[src/rtl/idct_x0_if.sv]
// Handshake and data bundle between the coefficient source and the x0
// reconstruction engine. The source side drives en/start/coefficients;
// the engine side returns busy, the result strobe and the sample.
interface idct_x0_if #(
  parameter int COEF_W = 19,
  parameter int OUT_W  = 8
);
  logic                     en;
  logic                     start;
  logic signed [COEF_W-1:0] coef0;
  logic signed [COEF_W-1:0] coef1;
  logic signed [COEF_W-1:0] coef2;
  logic signed [COEF_W-1:0] coef3;
  logic signed [COEF_W-1:0] coef4;
  logic signed [COEF_W-1:0] coef5;
  logic signed [COEF_W-1:0] coef6;
  logic signed [COEF_W-1:0] coef7;
  logic                     busy;
  logic                     out_valid;
  logic signed [OUT_W-1:0]  sample_out;

  modport master (
    output en, start, coef0, coef1, coef2, coef3, coef4, coef5, coef6, coef7,
    input  busy, out_valid, sample_out
  );

  modport slave (
    input  en, start, coef0, coef1, coef2, coef3, coef4, coef5, coef6, coef7,
    output busy, out_valid, sample_out
  );
endinterface

[src/rtl/idct_x0.sv]
// Bit-serial distributed-arithmetic reconstruction of sample x0 from the
// eight DCT coefficients of one block. Coefficient bit-planes are consumed
// MSB-first; each plane addresses a sum-of-basis-constants table and the
// accumulator is doubled and added (sign plane subtracted) every cycle.
module idct_x0 #(
  parameter int COEF_W  = 19,
  parameter int CONST_W = 14,
  parameter int FRAC    = 12,
  parameter int OUT_W   = 8,
  parameter int C0      = 1448,
  parameter int C1      = 2009,
  parameter int C2      = 1892,
  parameter int C3      = 1703,
  parameter int C4      = 1448,
  parameter int C5      = 1138,
  parameter int C6      = 784,
  parameter int C7      = 400
) (
  input  logic      clk,
  input  logic      rst,
  idct_x0_if.slave  bus
);

  localparam int ROM_W = CONST_W + 3;
  localparam int ACC_W = COEF_W + CONST_W + 3;
  localparam int BW    = $clog2(COEF_W);
  localparam logic [BW-1:0] B_TOP = BW'(COEF_W - 1);

  localparam logic signed [ACC_W-1:0] HALF = ACC_W'(2 ** (FRAC - 1));
  localparam logic signed [ACC_W-1:0] YMAX = ACC_W'(2 ** (OUT_W - 1) - 1);
  localparam logic signed [ACC_W-1:0] YMIN = -(ACC_W'(2 ** (OUT_W - 1)));

  typedef enum logic [1:0] {IDLE, RUN, DONE} state_t;

  // Sum of the basis constants selected by one coefficient bit-plane.
  function automatic logic signed [ROM_W-1:0] rom_sum(input logic [7:0] a);
    logic signed [ROM_W-1:0] s;
    s = '0;
    if (a[0]) s = s + ROM_W'(C0);
    if (a[1]) s = s + ROM_W'(C1);
    if (a[2]) s = s + ROM_W'(C2);
    if (a[3]) s = s + ROM_W'(C3);
    if (a[4]) s = s + ROM_W'(C4);
    if (a[5]) s = s + ROM_W'(C5);
    if (a[6]) s = s + ROM_W'(C6);
    if (a[7]) s = s + ROM_W'(C7);
    return s;
  endfunction

  // Round half toward +inf, drop the fraction, clamp to the output range.
  function automatic logic signed [OUT_W-1:0] round_sat(input logic signed [ACC_W-1:0] a);
    logic signed [ACC_W-1:0] r;
    r = (a + HALF) >>> FRAC;
    if (r > YMAX)      r = YMAX;
    else if (r < YMIN) r = YMIN;
    return OUT_W'(r);
  endfunction

  state_t                   state_q, state_d;
  logic signed [COEF_W-1:0] coef_q [8];
  logic signed [COEF_W-1:0] coef_d [8];
  logic signed [ACC_W-1:0]  acc_q, acc_d;
  logic [BW-1:0]            b_q, b_d;
  logic signed [OUT_W-1:0]  samp_q, samp_d;
  logic [7:0]               addr;
  logic signed [ROM_W-1:0]  rom;
  logic signed [ACC_W-1:0]  rom_ext;
  logic                     take;

  // Current bit-plane address and its partial sum, sign-extended to the accumulator.
  always_comb begin
    addr = '0;
    for (int k = 0; k < 8; k++) addr[k] = coef_q[k][b_q];
    rom     = rom_sum(addr);
    rom_ext = ACC_W'(rom);
  end

  // Next-state and datapath update; everything holds while en is low.
  always_comb begin
    state_d = state_q;
    acc_d   = acc_q;
    b_d     = b_q;
    coef_d  = coef_q;
    samp_d  = samp_q;
    take    = 1'b0;
    if (bus.en) begin
      unique case (state_q)
        IDLE: begin
          if (bus.start) begin
            take    = 1'b1;
            state_d = RUN;
          end
        end
        RUN: begin
          // The MSB plane carries negative weight in two's complement.
          if (b_q == B_TOP) acc_d = -rom_ext;
          else              acc_d = (acc_q <<< 1) + rom_ext;
          if (b_q == '0) begin
            state_d = DONE;
            samp_d  = round_sat(acc_d);
          end else begin
            b_d = b_q - BW'(1);
          end
        end
        DONE: begin
          if (bus.start) begin
            take    = 1'b1;
            state_d = RUN;
          end else begin
            state_d = IDLE;
          end
        end
        default: state_d = IDLE;
      endcase
    end
    if (take) begin
      coef_d[0] = bus.coef0;
      coef_d[1] = bus.coef1;
      coef_d[2] = bus.coef2;
      coef_d[3] = bus.coef3;
      coef_d[4] = bus.coef4;
      coef_d[5] = bus.coef5;
      coef_d[6] = bus.coef6;
      coef_d[7] = bus.coef7;
      b_d       = B_TOP;
    end
  end

  // FSM state register.
  always_ff @(posedge clk) begin
    if (rst) state_q <= IDLE;
    else     state_q <= state_d;
  end

  // Coefficient, accumulator, bit index and result registers.
  always_ff @(posedge clk) begin
    if (rst) begin
      coef_q <= '{default: '0};
      acc_q  <= '0;
      b_q    <= '0;
      samp_q <= '0;
    end else begin
      coef_q <= coef_d;
      acc_q  <= acc_d;
      b_q    <= b_d;
      samp_q <= samp_d;
    end
  end

  assign bus.busy       = (state_q == RUN);
  assign bus.out_valid  = (state_q == DONE) && bus.en;
  assign bus.sample_out = samp_q;

endmodule
[src/flat_wrapper.sv]
// flat-port wrapper written by rule: the top's interface ports become plain ports
module idct_x0_flat 
#(
  parameter int COEF_W  = 19,
  parameter int CONST_W = 14,
  parameter int FRAC    = 12,
  parameter int OUT_W   = 8,
  parameter int C0      = 1448,
  parameter int C1      = 2009,
  parameter int C2      = 1892,
  parameter int C3      = 1703,
  parameter int C4      = 1448,
  parameter int C5      = 1138,
  parameter int C6      = 784,
  parameter int C7      = 400
)
  (clk, rst, bus_en, bus_start, bus_coef0, bus_coef1, bus_coef2, bus_coef3, bus_coef4, bus_coef5, bus_coef6, bus_coef7, bus_busy, bus_out_valid, bus_sample_out);
  idct_x0_if #(.COEF_W(COEF_W), .OUT_W(OUT_W)) bus_i ();
  input  logic clk;
  input  logic rst;
  input wire logic [$bits(bus_i.en)-1:0] bus_en;
  input wire logic [$bits(bus_i.start)-1:0] bus_start;
  input wire logic [$bits(bus_i.coef0)-1:0] bus_coef0;
  input wire logic [$bits(bus_i.coef1)-1:0] bus_coef1;
  input wire logic [$bits(bus_i.coef2)-1:0] bus_coef2;
  input wire logic [$bits(bus_i.coef3)-1:0] bus_coef3;
  input wire logic [$bits(bus_i.coef4)-1:0] bus_coef4;
  input wire logic [$bits(bus_i.coef5)-1:0] bus_coef5;
  input wire logic [$bits(bus_i.coef6)-1:0] bus_coef6;
  input wire logic [$bits(bus_i.coef7)-1:0] bus_coef7;
  output wire logic [$bits(bus_i.busy)-1:0] bus_busy;
  output wire logic [$bits(bus_i.out_valid)-1:0] bus_out_valid;
  output wire logic [$bits(bus_i.sample_out)-1:0] bus_sample_out;
  assign bus_i.en = bus_en;
  assign bus_i.start = bus_start;
  assign bus_i.coef0 = bus_coef0;
  assign bus_i.coef1 = bus_coef1;
  assign bus_i.coef2 = bus_coef2;
  assign bus_i.coef3 = bus_coef3;
  assign bus_i.coef4 = bus_coef4;
  assign bus_i.coef5 = bus_coef5;
  assign bus_i.coef6 = bus_coef6;
  assign bus_i.coef7 = bus_coef7;
  assign bus_busy = bus_i.busy;
  assign bus_out_valid = bus_i.out_valid;
  assign bus_sample_out = bus_i.sample_out;
  idct_x0 #(.COEF_W(COEF_W), .CONST_W(CONST_W), .FRAC(FRAC), .OUT_W(OUT_W), .C0(C0), .C1(C1), .C2(C2), .C3(C3), .C4(C4), .C5(C5), .C6(C6), .C7(C7)) u_core (.clk(clk), .rst(rst), .bus(bus_i));
endmodule
[config.mk]
export PLATFORM = sky130hd
export DESIGN_NAME = idct_x0_flat
export DESIGN_NICKNAME = d
export VERILOG_FILES = /design/src/rtl/idct_x0_if.sv /design/src/rtl/idct_x0.sv /design/src/flat_wrapper.sv
export SDC_FILE = /design/constraint.sdc
export NUM_CORES = 1
export LEC_CHECK = 0
export CAP_MARGIN = 20
export CORE_ASPECT_RATIO = 0.75
export CORE_UTILIZATION = 35
export DETAILED_ROUTE_END_ITERATION = 7
export GPL_ROUTABILITY_DRIVEN = 0
export PLACE_DENSITY = 0.56
export SETUP_SLACK_MARGIN = 0.3
export SYNTH_ARGS = -nofsm -noshare
export SYNTH_HDL_FRONTEND = slang
export SYNTH_SLANG_ARGS = --single-unit
[constraint.sdc]
create_clock -name clk -period 11.8 [get_ports clk]
set_input_delay 2.95 -clock clk [delete_from_list [all_inputs] [get_ports clk]]
set_output_delay 2.95 -clock clk [all_outputs]
set_load 0.005 [all_outputs]
==> results_dict.tcl, run 1 <==
set metrics [dict create \
    drt_iter0_markers 1094 \
    synth.most_common_cell "nand2_1" \
    drt_wl_total_mm 41.6 \
    required_ns 12.25 \
    grt_pass1_vias 12600 \
    cts_made_buffers 24 \
    hp-class "reg -> reg" \
    total_power_mw 2.40 \
    crit-reg2reg-launch "u_core.b_q[0]$_SDFFE_PP0P_" \
    synth_top_area_share 0.295 \
    setup.worst_path.class "reg -> reg" \
    yosys.area.top_type "dfxtp_1" \
    syn_area_per_cell_um2 7.75 \
    area_delta_synth_final_pct 24.3 \
    ys_ff_latch 202 \
    grt_max_degree 136 \
    grt_pass1_wl_mm 66.7 \
    critPathCaptureType "flip-flop" \
    synth_top_cells_by_count "nand2_1, a21oi_1, dfxtp_1, nor2_1, clkbuf_1" \
    leakage_nw 6.30 \
    preCtsSetupSlack_ns 0.0132 \
    power.density_nw_per_um2 141 \
    start_util 0.357 \
    layout_setup_ws_ns 0.894 \
    cts_sinks 202 \
    vias_per_cell 5.36 \
    synth_area_um2 13700 \
    die_y_um 174 \
    port-buffer-count 165 \
    worst-path-max-fanout 8 \
    worst_slew_pin_slew_ns 1.09 \
    nNetsFinal 2141 \
    cts_buffer_depth 3 \
    synthArstFlopShare 0 \
    coreArea_um2 38500 \
    max_freq_mhz 91.7 \
    syn_inst 1772 \
    min_to "u_core.coef_q[53]$_SDFFE_PP0P_" \
    wl_per_cell_um 16.9 \
    max_slew_margin 0.273 \
    min_period_ns 10.91 \
    yosys_warnings 0 \
    r2r_cells 47 \
    ios 166 \
    placed_area_um2 15900 \
    setup_violations 0 \
    holdWs_ns 0.453 \
    design_area_um2 17100 \
    setup_tns_ns 0 \
    grt_remaining_overflow 0 \
    slowest_stage "mux4_2" \
    worstHoldPathCells 2 \
    max_stage_delay_ns 0.55 \
    die-width_um 231 \
    hold_start "u_core.coef_q[53]$_SDFFE_PP0P_" \
    clock_skew_ns 0.0182 \
    rsz0062_at_grt "no" \
    cts_tree "done" \
    clk_latency_ns 0.56 \
    clk_pin_slew_ns 0.06 \
    n_antenna_cell 0 \
    ys_types 116 \
    final_hold_viol_count 0 \
    drv_slew 0 \
    gr-usage-all-layers 0.203 \
    drv_cap 0 \
    num_vias 13200 \
    ctsHoldBuffers 0 \
    root_buffer "clkbuf_16" \
    drive_gt1_frac 0.111 \
    ys_top_cells_by_area "dfxtp_1, nand2_1, a21oi_1" \
    ff2ff_setup_slack_ns 0.89 \
    antenna_left 0 \
    fin_crit_sh 0.924 \
    start_kind "flip-flop" \
    arrival_ns 11.36 \
    drc_errors 0 \
    synthFlopType "dfxtp_1" \
    hpwlAfterDp_mm 29.8 \
    outcome "complete, no violations" \
    first_pass_iters 7 \
    r2r-end "u_core.bus.sample_out[1]$_SDFFE_PP0P_" \
    die-area_um2 40000 \
    rows 62 \
    h-tree-depth 1 \
    ir_worst_vdd_mv 0.117 \
    antenna_found_initial 1 \
    ys_seq_area_frac 0.295 \
    synth-edff-count 0 \
]
[metal layers]
metal  share of wire  vias up  routed length, um  global-route usage
li1                -     6544                  -                   -
met1            0.51     6232              21200               0.309
met2            0.42      335              17600               0.303
met3           0.049       48               2050              0.0253
met4           0.015        2                632              0.0375
met5         0.00031        -                 13                   0
[flip-flops by register name, summed over array words and instances (netlist names)]
register and cells:
u_core.acc_q 35, u_core.b_q 5, u_core.bus.sample_out 8, u_core.coef_q 152, u_core.state_q 2
[worst max path at each step]
stage	startpoint	endpoint	slack, ns	cells after the start
final	u_core.b_q[0]$_SDFFE_PP0P_	u_core.bus.sample_out[1]$_SDFFE_PP0P_	0.89	47
after global routing	u_core.b_q[0]$_SDFFE_PP0P_	u_core.bus.sample_out[0]$_SDFFE_PP0P_	0.24	50
after CTS	u_core.b_q[0]$_SDFFE_PP0P_	u_core.bus.sample_out[1]$_SDFFE_PP0P_	0.30	49
after detailed placement	u_core.b_q[0]$_SDFFE_PP0P_	u_core.bus.sample_out[5]$_SDFFE_PP0P_	0.01	46
after global placement	u_core.b_q[0]$_SDFFE_PP0P_	u_core.bus.sample_out[0]$_SDFFE_PP0P_	0.50	46
after floorplan	u_core.b_q[0]$_SDFFE_PP0P_	u_core.bus.sample_out[0]$_SDFFE_PP0P_	0.31	49
[critical path, delay by kind of cell, from the launching register on]
| family | cells | cell delay [ns] |
|---|---|---|
| fa+ha+maj | 4 | 1.27 |
| xor+xnor | 3 | 0.57 |
| compound gates | 20 | 4.61 |
| buf+inv | 4 | 0.52 |
| flops | 1 | 0.45 |
| simple gates | 12 | 2.09 |
| mux | 4 | 1.23 |
[placed cells by master, fill, tap and decap left out, types with 39 or more instances in the layout]
cell type / count
dfxtp_1: 201
xnor2_1: 57
mux2i_1: 43
nand2_1: 429
ha_1: 55
a21oi_1: 235
nor2_1: 124
nor3_1: 39
clkdlybuf4s50_1: 164
buf_4: 46
[kinds of logic after synthesis]
| logic type | synth area share |
|---|---|
| adder cells (fa/ha/maj) | 0.0540 |
| XOR/XNOR | 0.0707 |
| buffers and inverters | 0.0428 |
| flip-flops | 0.295 |
| AO/OA/AOI/OAI | 0.226 |
| other | 0.000547 |
| AND/OR/NAND/NOR | 0.242 |
| multiplexers | 0.0691 |
[metrics by stage]
step,utilization,cells
6_report,0.444,2455
2_1_floorplan,-,1794
3_5_place_dp,0.413,2394
5_1_grt,0.444,2455
4_1_cts,0.433,2435
3_3_place_gp,0.413,2394
[area by class of cell]
| cell class | instances | area (um2) |
|---|---|---|
| flip-flops and latches | 202 | 4050 |
| well taps | 512 | 641 |
| clock buffers | 32 | 671 |
| multi-input cells | 1456 | 9440 |
| inverters | 30 | 115 |
| repair buffers | 214 | 2070 |
| fillers | 3861 | 21400 |
| clock inverters | 9 | 86.3 |
[where the power goes]
| group | switching [mW] | internal (mW) | total, mW |
|---|---|---|---|
| clock | 0.315 | 0.403 | 0.717 |
| sequential | 0.0194 | 0.716 | 0.735 |
| combinational | 0.559 | 0.391 | 0.950 |
[repair_timing]
item / 4_1_cts / 5_1_grt
setup buffers: 0 / 19
setup endpoints to repair: 7 / 8
resized for setup: 7 / 36
gates cloned: 0 / 1
pin swaps: 0 / 6
Note: power is estimated with default switching activity, not from simulation.
==> run 2: changes to the inputs <==
GPL_TIMING_DRIVEN = 0   (was not set)
==> run 2 against run 1 <==
Non-clock buffer count increased by 100. Highest routed layer is now met4. Clock power rose by 4.2%. First-iteration DRC count is 0.91% lower. Setup slack got worse by 0.099 ns. Largest cell class unchanged. Critical path type unchanged. Global-route usage increased by 1.9 points. Combinational power rose by 13%. Power increased by 6.0%.
==> results_dict.tcl, run 2 (synthesized netlist as in run 1, its figures left out) <==
set metrics [dict create \
    outcome "complete, no violations" \
    gr-usage-all-layers 0.222 \
    start_util 0.357 \
    root_buffer "clkbuf_16" \
    grt_pass1_wl_mm 71.0 \
    r2r_cells 56 \
    max_slew_margin 0.318 \
    critPathCaptureType "flip-flop" \
    seq_power_share 0.288 \
    drv_slew 0 \
    final_cell_mix "nand2_1, a21oi_1, dfxtp_1" \
    crit-reg2reg-launch "u_core.b_q[0]$_SDFFE_PP0P_" \
    largest_reg_flops 152 \
    ctsHoldBuffers 0 \
    max_stage_delay_ns 0.59 \
    p_clk_frac 0.293 \
    power.density_nw_per_um2 142 \
    min_period_ns 11.01 \
    cts_made_buffers 23 \
    layout_commonest_cell "nand2_1" \
    p_switching_mw 0.939 \
    h-tree-depth 1 \
    drv_cap 0 \
    drc_errors 0 \
    top_register "u_core.coef_q" \
    fill_cells 3805 \
    area_delta_synth_final_pct 30.9 \
    rows 62 \
    max_freq_mhz 90.9 \
    rsz0062_at_grt "no" \
    fin_crit_sh 0.933 \
    hp-class "reg -> reg" \
    antenna_found_initial 1 \
    final_util 0.467 \
    swShare 0.369 \
    drt_wl_total_mm 45.4 \
    drive_gt1_frac 0.136 \
    power.internal_mw 1.61 \
    grt_pass1_vias 13000 \
    slowest_stage "mux4_2" \
    num_vias 13700 \
    r2r-end "u_core.bus.sample_out[0]$_SDFFE_PP0P_" \
    nNetsFinal 2240 \
    hold_start "u_core.coef_q[94]$_SDFFE_PP0P_" \
    cts_sinks 202 \
    share_comb_of_total_power 0.419 \
    worst-path-max-fanout 10 \
    worst_slew_pin_slew_ns 0.995 \
    required_ns 12.24 \
    setup.worst_path.class "reg -> reg" \
    setup_violations 0 \
    arrival_ns 11.45 \
    die-area_um2 40000 \
    clk_pin_slew_ns 0.06 \
    final_hold_viol_count 0 \
    port-buffer-count 164 \
    vias_per_cell 5.37 \
    die_y_um 174 \
    hpwlAfterDp_mm 34.6 \
    first_pass_iters 5 \
    grt_remaining_overflow 0 \
    leakage_nw 6.61 \
    cts_buffer_depth 3 \
    ir_worst_vdd_mv 0.133 \
    cts_tree "done" \
    clock_skew_ns 0.0206 \
    clk_latency_ns 0.55 \
    worstHoldPathCells 2 \
    grt_max_degree 14 \
    ff2ff_setup_slack_ns 0.79 \
    wl_per_cell_um 17.8 \
    antenna_left 0 \
    coreArea_um2 38500 \
    die-width_um 231 \
    start_kind "flip-flop" \
    drt_iter0_markers 1084 \
    ios 166 \
    min_to "u_core.coef_q[94]$_SDFFE_PP0P_" \
    total_power_mw 2.55 \
]
-- run 2: cell types whose count changed in the layout (fill, tap and decap cells not counted), moves of 5 or more --
cell / previous run / this run
clkbuf_1: 4 / 73
o21ai_0: 34 / 29
a21oi_1: 235 / 230
xnor2_4: 0 / 6
a21oi_2: 3 / 8
inv_2: 1 / 6
buf_1: 0 / 12
ha_1: 55 / 49
buf_2: 0 / 7
ha_4: 0 / 5
-- run 2: worst max path at each step --
| stage | cells after the start | slack (ns) | start | end |
|---|---|---|---|---|
| finish | 56 | 0.79 | u_core.b_q[0]$_SDFFE_PP0P_ | u_core.bus.sample_out[0]$_SDFFE_PP0P_ |
| floorplan | 49 | 0.31 | u_core.b_q[0]$_SDFFE_PP0P_ | u_core.bus.sample_out[0]$_SDFFE_PP0P_ |
| CTS | 50 | 0.30 | u_core.b_q[0]$_SDFFE_PP0P_ | u_core.bus.sample_out[2]$_SDFFE_PP0P_ |
| global placement | 49 | -2.22 | u_core.b_q[0]$_SDFFE_PP0P_ | u_core.bus.sample_out[0]$_SDFFE_PP0P_ |
| detailed placement | 49 | -2.44 | u_core.b_q[0]$_SDFFE_PP0P_ | u_core.bus.sample_out[0]$_SDFFE_PP0P_ |
| global route | 53 | 0.21 | u_core.b_q[3]$_SDFFE_PP0P_ | u_core.bus.sample_out[1]$_SDFFE_PP0P_ |
-- run 2: area by class of cell --
| cell class | instances | area, um2 | share of cell area |
|---|---|---|---|
| Tap cell | 512 | 641 | 0.0356 |
| Antenna cell | 1 | 2.50 | 0.000139 |
| Buffer | 106 | 558 | 0.0310 |
| Sequential cell | 202 | 4050 | 0.225 |
| Timing Repair Buffer | 208 | 1970 | 0.110 |
| Inverter | 30 | 113 | 0.00626 |
| Multi-Input combinational cell | 1456 | 9860 | 0.548 |
| Clock buffer | 31 | 656 | 0.0365 |
| Clock inverter | 11 | 134 | 0.00745 |
-- run 2: per-stage QoR --
step	setup TNS (ns)	cells	hold WS, ns	worst slack [ns]	area (um2)
2_1_floorplan	0	1794	0.432	0.313	13800
3_3_place_gp	-23.47	2470	0.440	-2.22	16100
3_5_place_dp	-26.72	2470	0.444	-2.44	16100
4_1_cts	0	2530	0.452	0.300	17400
5_1_grt	0	2557	0.467	0.214	18000
6_report	0	2557	0.451	0.795	18000
-- run 2: routing by layer --
layer / GRT usage / vias up / routed length (um) / part of all wire
met5: 0 / - / 0 / 0
met4: 0.0516 / 0 / 963 / 0.021
met3: 0.0304 / 52 / 2720 / 0.060
met2: 0.334 / 397 / 19400 / 0.43
met1: 0.331 / 6532 / 22300 / 0.49
li1: - / 6746 / - / -
-- run 2: repair_timing --
action	4_1_cts	5_1_grt
pin swaps	14	28
setup buffers	18	26
setup endpoints to repair	25	8
resized for setup	62	88
-- run 2: worst max-delay path: cells and delay by family (launching register included) --
family          cells  cell delay [ns]
compound gates     18             3.75
xor+xnor            5             0.83
fa+ha+maj           4             0.95
buf+inv            11             1.59
flops               1             0.36
mux                 3             1.36
simple gates       15             2.02
-- run 2: power by group through the flow --
stage               Combinational, mW  Clock (mW)  Sequential (mW)
floorplan                       0.662           0            0.743
global placement                0.875           0            0.746
detailed placement              0.888           0            0.748
CTS                             0.959       0.760            0.733
global route                     1.15       0.786            0.737
finish                           1.07       0.747            0.733
==> run 3: changes to the inputs <==
--- a/config.mk
+++ b/config.mk
@@ -9,4 +9,6 @@
 export CORE_ASPECT_RATIO = 0.75
 export CORE_UTILIZATION = 35
+export CTS_BUF_LIST = sky130_fd_sc_hd__clkbuf_16
+export CTS_CLUSTER_DIAMETER = 150
 export DETAILED_ROUTE_END_ITERATION = 7
 export GPL_ROUTABILITY_DRIVEN = 0
==> constraint.sdc (replaced) <==
create_clock -name clk -period 11.8 [get_ports clk]
set_input_delay 2.36 -clock clk [delete_from_list [all_inputs] [get_ports clk]]
set_output_delay 2.36 -clock clk [all_outputs]
set_load 0.005 [all_outputs]
==> run 3 against run 2 <==
Sequential power barely moved. Cell count up 0.12%. Setup slack worse by 0.046 ns. Highest routed layer unchanged. Critical endpoint unchanged. Largest power group unchanged. Maximum frequency fell by 0.41%. Non-clock buffer count rose by 2. Critical path depth is 2 lower. Wire length rose by 0.20%. First-iteration DRC count rose by 8.4%.
==> results_dict.tcl, run 3 (synthesized netlist as in run 1, its figures left out) <==
set metrics [dict create \
    hp-class "reg -> reg" \
    power.density_nw_per_um2 140 \
    grt_remaining_overflow 0 \
    r2r_cells 54 \
    start_kind "flip-flop" \
    drv_cap 0 \
    drv_slew 0 \
    cts_tree "done" \
    largest_reg_flops 152 \
    die-width_um 231 \
    setup_violations 0 \
    hold_start "u_core.coef_q[94]$_SDFFE_PP0P_" \
    clk_pin_slew_ns 0.06 \
    rsz0062_at_grt "no" \
    gr-usage-all-layers 0.223 \
    grt_pass1_wl_mm 71.4 \
    ios 166 \
    setup.worst_path.class "reg -> reg" \
    num_vias 13800 \
    coreArea_um2 38500 \
    grt_pass1_vias 13000 \
    arrival_ns 11.50 \
    holdWs_ns 0.451 \
    crit-reg2reg-launch "u_core.b_q[0]$_SDFFE_PP0P_" \
    final_cell_mix "nand2_1, a21oi_1, dfxtp_1" \
    drc_errors 0 \
    top_register "u_core.coef_q" \
    vias_per_cell 5.37 \
    min_period_ns 11.05 \
    antenna_found_initial 2 \
    worst-path-max-fanout 10 \
    drive_gt1_frac 0.136 \
    leakage_nw 6.61 \
    hpwlAfterDp_mm 34.6 \
    max_slew_margin 0.338 \
    r2r-end "u_core.bus.sample_out[0]$_SDFFE_PP0P_" \
    clock_skew_ns 0.0189 \
    layout_commonest_cell "nand2_1" \
    rows 62 \
    max_freq_mhz 90.5 \
    outcome "complete, no violations" \
    clk_latency_ns 0.55 \
    h-tree-depth 1 \
    die_y_um 174 \
    nNetsFinal 2242 \
    wl_per_cell_um 17.8 \
    critPathCaptureType "flip-flop" \
    worst_slew_pin_slew_ns 0.965 \
    worstHoldPathCells 2 \
    grt_max_degree 14 \
    drt_wl_total_mm 45.5 \
    cts_made_buffers 23 \
    max_stage_delay_ns 0.59 \
    ir_worst_vdd_mv 0.133 \
    die-area_um2 40000 \
    fin_crit_sh 0.937 \
    instances_no_fill 2560 \
    design_area_um2 18000 \
    slowest_stage "mux4_2" \
    required_ns 12.25 \
    antenna_left 0 \
    cts_sinks 202 \
    start_util 0.357 \
    final_hold_viol_count 0 \
    ff2ff_setup_slack_ns 0.75 \
    fill_cells 3826 \
    root_buffer "clkbuf_16" \
    min_to "u_core.coef_q[94]$_SDFFE_PP0P_" \
    first_pass_iters 6 \
    dpl.cell_count 2470 \
    port-buffer-count 164 \
    drt_iter0_markers 1175 \
    placed_area_um2 16100 \
    area_delta_synth_final_pct 30.8 \
    cts_buffer_depth 3 \
]
-- run 3: cell count changes in the layout (fill, tap and decap cells not counted), sizes merged --
cell	before	now
buf	75	77
clkbuf	106	98
clkinv	6	11
diode	1	2
inv	32	35
-- run 3: what timing repair did --
item                       in CTS  in global routing
hold endpoints to repair        0                  0
hold buffers                    0                  0
resized for setup              64                 87
setup endpoints to repair      25                  8
pin swaps                      15                 32
setup buffers                  19                 27
-- run 3: worst max-delay path by stage --
stage          cells past startpoint  slack, ns                  startpoint                                     to
6_report                          54       0.75  u_core.b_q[0]$_SDFFE_PP0P_  u_core.bus.sample_out[0]$_SDFFE_PP0P_
5_1_grt                           53       0.18  u_core.b_q[1]$_SDFFE_PP0P_  u_core.bus.sample_out[1]$_SDFFE_PP0P_
4_1_cts                           56       0.31  u_core.b_q[0]$_SDFFE_PP0P_  u_core.bus.sample_out[2]$_SDFFE_PP0P_
3_5_place_dp                      49      -2.44  u_core.b_q[0]$_SDFFE_PP0P_  u_core.bus.sample_out[0]$_SDFFE_PP0P_
3_3_place_gp                      49      -2.22  u_core.b_q[0]$_SDFFE_PP0P_  u_core.bus.sample_out[0]$_SDFFE_PP0P_
2_1_floorplan                     49       0.31  u_core.b_q[0]$_SDFFE_PP0P_  u_core.bus.sample_out[0]$_SDFFE_PP0P_
-- run 3: area by class of cell --
type / count / area [um2] / share of cell area
Antenna cell: 2 / 5.00 / 0.000279
Buffer: 106 / 558 / 0.0311
Clock buffer: 23 / 576 / 0.0321
Clock inverter: 19 / 164 / 0.00913
Inverter: 30 / 113 / 0.00627
Multi-Input combinational cell: 1456 / 9850 / 0.549
Sequential cell: 202 / 4050 / 0.225
Tap cell: 512 / 641 / 0.0357
Timing Repair Buffer: 210 / 2000 / 0.111
-- run 3: where the power goes --
part           internal [mW]  switching, mW
Sequential             0.716         0.0177
Combinational          0.455          0.612
Clock                  0.403          0.309
-- run 3: critical path: cells and delay by family, from the launching register on --
family | cells | cell delay (ns)
adders and majority gates | 4 | 0.97
muxes | 3 | 1.36
AOI/OAI and AO/OA | 20 | 3.70
and+or+nand+nor | 13 | 2.42
buffers and inverters | 10 | 1.39
DFF | 1 | 0.36
xor gates and xnor gates | 4 | 0.71
-- run 3: stage by stage --
| step | utilization | TNS, ns | power (mW) | worst slack [ns] |
|---|---|---|---|---|
| after floorplan | - | 0 | 1.41 | 0.313 |
| after global placement | 0.418 | -23.47 | 1.62 | -2.22 |
| after CTS | 0.450 | 0 | 2.42 | 0.306 |
| final | 0.467 | 0 | 2.51 | 0.749 |
| after detailed placement | 0.418 | -26.72 | 1.64 | -2.44 |
| after global routing | 0.467 | 0 | 2.64 | 0.183 |
-- run 3: routing by layer --
layer / up-vias / GRT usage / wire length, um
met5: - / 0 / 0
met4: 0 / 0.0447 / 760
met3: 43 / 0.0243 / 2670
met2: 396 / 0.339 / 19700
met1: 6542 / 0.335 / 22400
li1: 6771 / - / -
==> variant 1, RTL diff (settings of run 1) <==
`COEF_W` is set to 19 in 3 places; all go to 38.
--- a/src/rtl/idct_x0_if.sv
+++ b/src/rtl/idct_x0_if.sv
@@ -4,3 +4,3 @@
 interface idct_x0_if #(
-  parameter int COEF_W = 19,
+  parameter int COEF_W = 38,
   parameter int OUT_W  = 8
--- a/src/rtl/idct_x0.sv
+++ b/src/rtl/idct_x0.sv
@@ -5,3 +5,3 @@
 module idct_x0 #(
-  parameter int COEF_W  = 19,
+  parameter int COEF_W  = 38,
   parameter int CONST_W = 14,
--- a/src/flat_wrapper.sv
+++ b/src/flat_wrapper.sv
@@ -3,3 +3,3 @@
 #(
-  parameter int COEF_W  = 19,
+  parameter int COEF_W  = 38,
   parameter int CONST_W = 14,
Interface: changed (8 resized); port bits go from 166 to 318. No check against the original RTL was run, so the function may have changed too.
==> variant 1 against run 1 <==
Combinational power is 71% higher; setup slack lost 0.21 ns; routed wire length increased by 88%; area after synthesis is 66% higher; total power grew 80%; sequential cell count up 172; count of clock-buffer cells in the layout is 21 higher; design area increased by 71%; largest cell class unchanged; highest routed layer unchanged.
==> variant 1: results <==
[global_routing]
grt_pass1_vias = 21000
antenna_found_initial = 5
grt_pass1_wl_um = 121000
grt_max_degree = 221
use_met2_pct = 33.4
grt_use_met1_pct = 35.2
grt.met3_usage_pct = 4.20
grtUsageTotal_pct = 23.0

[min_path]
hp-start = "u_core.coef_q[166]"
worstHoldEndpoint = "u_core.coef_q[166]"

[drt]
drt_iter0_markers = 2017
drt_pre_antenna_iters = 6
route.detailed.vias_per_inst = 5.45
routed_wl_um = 78100

[synth]
ys_top_cells_by_area = "dfxtp_1, nand2_1, a21oi_1"
async_reset_ff_share_pct = 0
ys_top_cells_by_count = "nand2_1, a21oi_1, dfxtp_1"
synth-xor-area-share_pct = 5.11
synthDistinctLibCells = 124
ys_seq_area_share_pct = 32.9
synthAdderAreaFrac_pct = 4.48
synth_mux_area_share_pct = 9.40
synth_compound_area_share_pct = 20.1
synth_flop_cell = "dfxtp_1"

[setup_path]
worst-r2r-cell-count = 48
r2r_end = "u_core.bus.sample_out[1]"
path_max_fanout = 9
slowest_delay_ns = 0.58
rrSetupSlack_ns = 0.69
arrival_ns = 11.60

[clock_network]
h-tree-depth = 2
cts_buffers = 41

[final_layout]
fillCellCount = 6367
fin_nets = 3599
largest_register_ffs = 304
drive_gt1_share_pct = 12.6

[power_and_ir_drop]
leakage_uw = 0.0108

[run_status]
status = "finished, final reports clean"

[timing]
whs_ns = 0.452
worst_slew_pin_slew_ns = 1.30
skew_ns = 0.0340

[place]
io_buffers = 317
place_hpwl_um = 57100
-- variant 1: how the worst max path moves through the flow --
stage | startpoint | endpoint | slack, ns
floorplan | u_core.b_q[0] | u_core.bus.sample_out[1] | 0.30
global placement | u_core.b_q[0] | u_core.bus.sample_out[4] | 0.49
detailed placement | u_core.b_q[0] | u_core.bus.sample_out[0] | 0.15
CTS | u_core.b_q[0] | u_core.bus.sample_out[0] | 0.32
global route | u_core.b_q[0] | u_core.bus.sample_out[2] | 0.22
finish | u_core.b_q[0] | u_core.bus.sample_out[1] | 0.69
-- variant 1: cells by family (layout without fill, tap and decap cells) --
family,count (synthesis),count (layout)
buf+inv,236,550
mux,132,132
compound gates,733,733
flops,374,374
fa+ha+maj,81,81
simple gates,1205,1205
other cells,2,49
xor+xnor,120,121
-- variant 1: area by class of cell --
type / count / area (um2) / share of cell area (%)
diodes: 2 / 5.00 / 0.0172
clock buffers: 53 / 1140 / 3.92
clock inverters: 22 / 258 / 0.884
inverters: 49 / 184 / 0.631
multi-input cells: 2319 / 14900 / 51.1
flip-flops and latches: 374 / 7500 / 25.7
well taps: 861 / 1080 / 3.70
repair buffers: 426 / 4080 / 14.0
-- variant 1: worst max-delay path, delay by kind of cell (launching register included) --
family | cells | cell delay [ns]
AND/OR/NAND/NOR | 13 | 3.30
flip-flops | 1 | 0.39
multiplexers | 2 | 1.10
AO/OA/AOI/OAI | 19 | 4.03
adder cells (fa/ha/maj) | 3 | 0.66
XOR/XNOR | 4 | 0.77
buffers and inverters | 7 | 0.75
-- variant 1: where the power goes --
part	internal [uW]	switching [uW]	leakage (uW)
Clock	796	555	0.000689
Sequential	1320	39.4	0.00305
Combinational	700	916	0.00704
-- variant 1: layer usage --
metal	routed length, um	vias up	part of all wire [%]
li1	-	10700	-
met1	38000	10800	49
met2	32700	794	42
met3	6210	87	8.0
met4	999	8	1.3
met5	108	-	0.14
-- variant 1: per-stage QoR --
step	total power, uW	worst slack [ns]	area, um2	cells	util (%)
finish	4330	0.685	29100	4106	45.6
floorplan	2410	0.301	23100	2928	-
CTS	4240	0.321	28600	4085	44.8
detailed placement	2860	0.154	27100	4005	42.5
global route	4540	0.218	29100	4105	45.6
global placement	2830	0.488	27100	4005	42.5
-- variant 1: what timing repair did --
| item | in CTS | in global routing |
|---|---|---|
| pin swaps | 1 | 23 |
| buffers inserted | 5 | 18 |
| hold buffers | 0 | 0 |
| gates resized for setup | 5 | 69 |
| cloned | 0 | 1 |
| endpoints found under the setup margin | 7 | 8 |
==> variant 2, RTL diff (config.mk and constraints of run 1) <==
Without the edit above. The 3 states of `state_t` get a one-hot encoding in 3 bits.
--- a/src/rtl/idct_x0.sv
+++ b/src/rtl/idct_x0.sv
@@ -32,3 +32,3 @@
 
-  typedef enum logic [1:0] {IDLE, RUN, DONE} state_t;
+  typedef enum logic [2:0] {IDLE = 3'b001, RUN = 3'b010, DONE = 3'b100} state_t;
 
Behaviour: no difference found for any inputs over 10 cycles, from zero or initial values and one cycle with rst high; not proved beyond that.
==> variant 2 against run 1 <==
Final cell count grew 2.7%; design area grew 2.2%; combinational power shrank 21%; via count grew 3.9%; area after synthesis grew 1.6%; count of clock-buffer cells in the layout is the same; sequential cell count grew 1; routed wire length grew 3.8%; total power shrank 8.1%; setup slack lost 0.027 ns.
==> variant 2: results <==
[run_status]
status = "finished, final reports clean"

[drt]
wl_per_cell_um = 17.1
maxUsedRoutingLayer = "met4"
drt_pre_antenna_iters = 5
drt_iter0_markers = 936
route.met2.wl_um = 17500
met3_length_um = 1950
routed_wl_um = 43200

[power_and_ir_drop]
clock_power_uw = 727
ir_worst_vdd_mv = 0.122
p_per_area_nw_per_um2 = 126
p_sw_share_pct = 34.7
leakage_uw = 0.00654

[place]
place_hpwl_um = 31700
place_ws_ns = 0.359
post-place-cells = 2470
place_area_um2 = 16400

[synth]
synth_mux_area_share_pct = 7.90
synth_compound_area_share_pct = 22.0
synthAdderAreaFrac_pct = 5.17
ys_top_cells_by_area = "dfxtp_1, nand2_1, a21oi_1"
synth_flop_cell = "dfxtp_1"
synthDistinctLibCells = 104
syn_inst = 1821
ys_seq_area_share_pct = 29.1

[setup_path]
crit_path_top_delay_cell = "or4_1"
rrSetupSlack_ns = 0.87
r2r_end = "u_core.bus.sample_out[5]"
critical_path.top_delay_family = "compound AO/OA/AOI/OAI gates"
slowest_delay_ns = 0.59
worst-r2r-cell-count = 45
crit_end = "u_core.bus.sample_out[5]"

[global_routing]
use_met2_pct = 29.2
grt_use_met1_pct = 32.9
antenna_found_initial = 0
grtUsageTotal_pct = 20.7
grt_pass1_wl_um = 68700
grt_max_degree = 106

[clock_network]
cts_buffers = 23

[timing]
period_minus_slack_ns = 10.93
worst_slew_pin_slew_ns = 1.08
skew_ns = 0.0166

[final_layout]
drive_gt1_share_pct = 10.8
fillCellCount = 3872
==> variant 2: final cells by class <==
type	count	area (um2)	area share (%)
multi-input combinational	1499	9630	55.2
tap	512	641	3.67
inverter	35	131	0.753
sequential	203	4070	23.3
clock inverter	9	105	0.602
clock buffer	32	659	3.78
timing repair buffer	232	2210	12.6
==> variant 2: repair_timing <==
item,4_1_cts,5_1_grt
pin swaps,0,9
buffers inserted,0,10
gates cloned,0,1
setup endpoints to repair,1,8
gates resized for setup,1,36
==> variant 2: worst min path at each step <==
stage / from / end / slack (ns)
3_3_place_gp: u_core.coef_q[8] / u_core.coef_q[8] / 0.44
4_1_cts: u_core.coef_q[94] / u_core.coef_q[94] / 0.45
5_1_grt: u_core.coef_q[129] / u_core.coef_q[129] / 0.47
6_report: u_core.coef_q[72] / u_core.coef_q[72] / 0.45
2_1_floorplan: u_core.coef_q[86] / u_core.coef_q[86] / 0.43
3_5_place_dp: u_core.coef_q[94] / u_core.coef_q[94] / 0.44
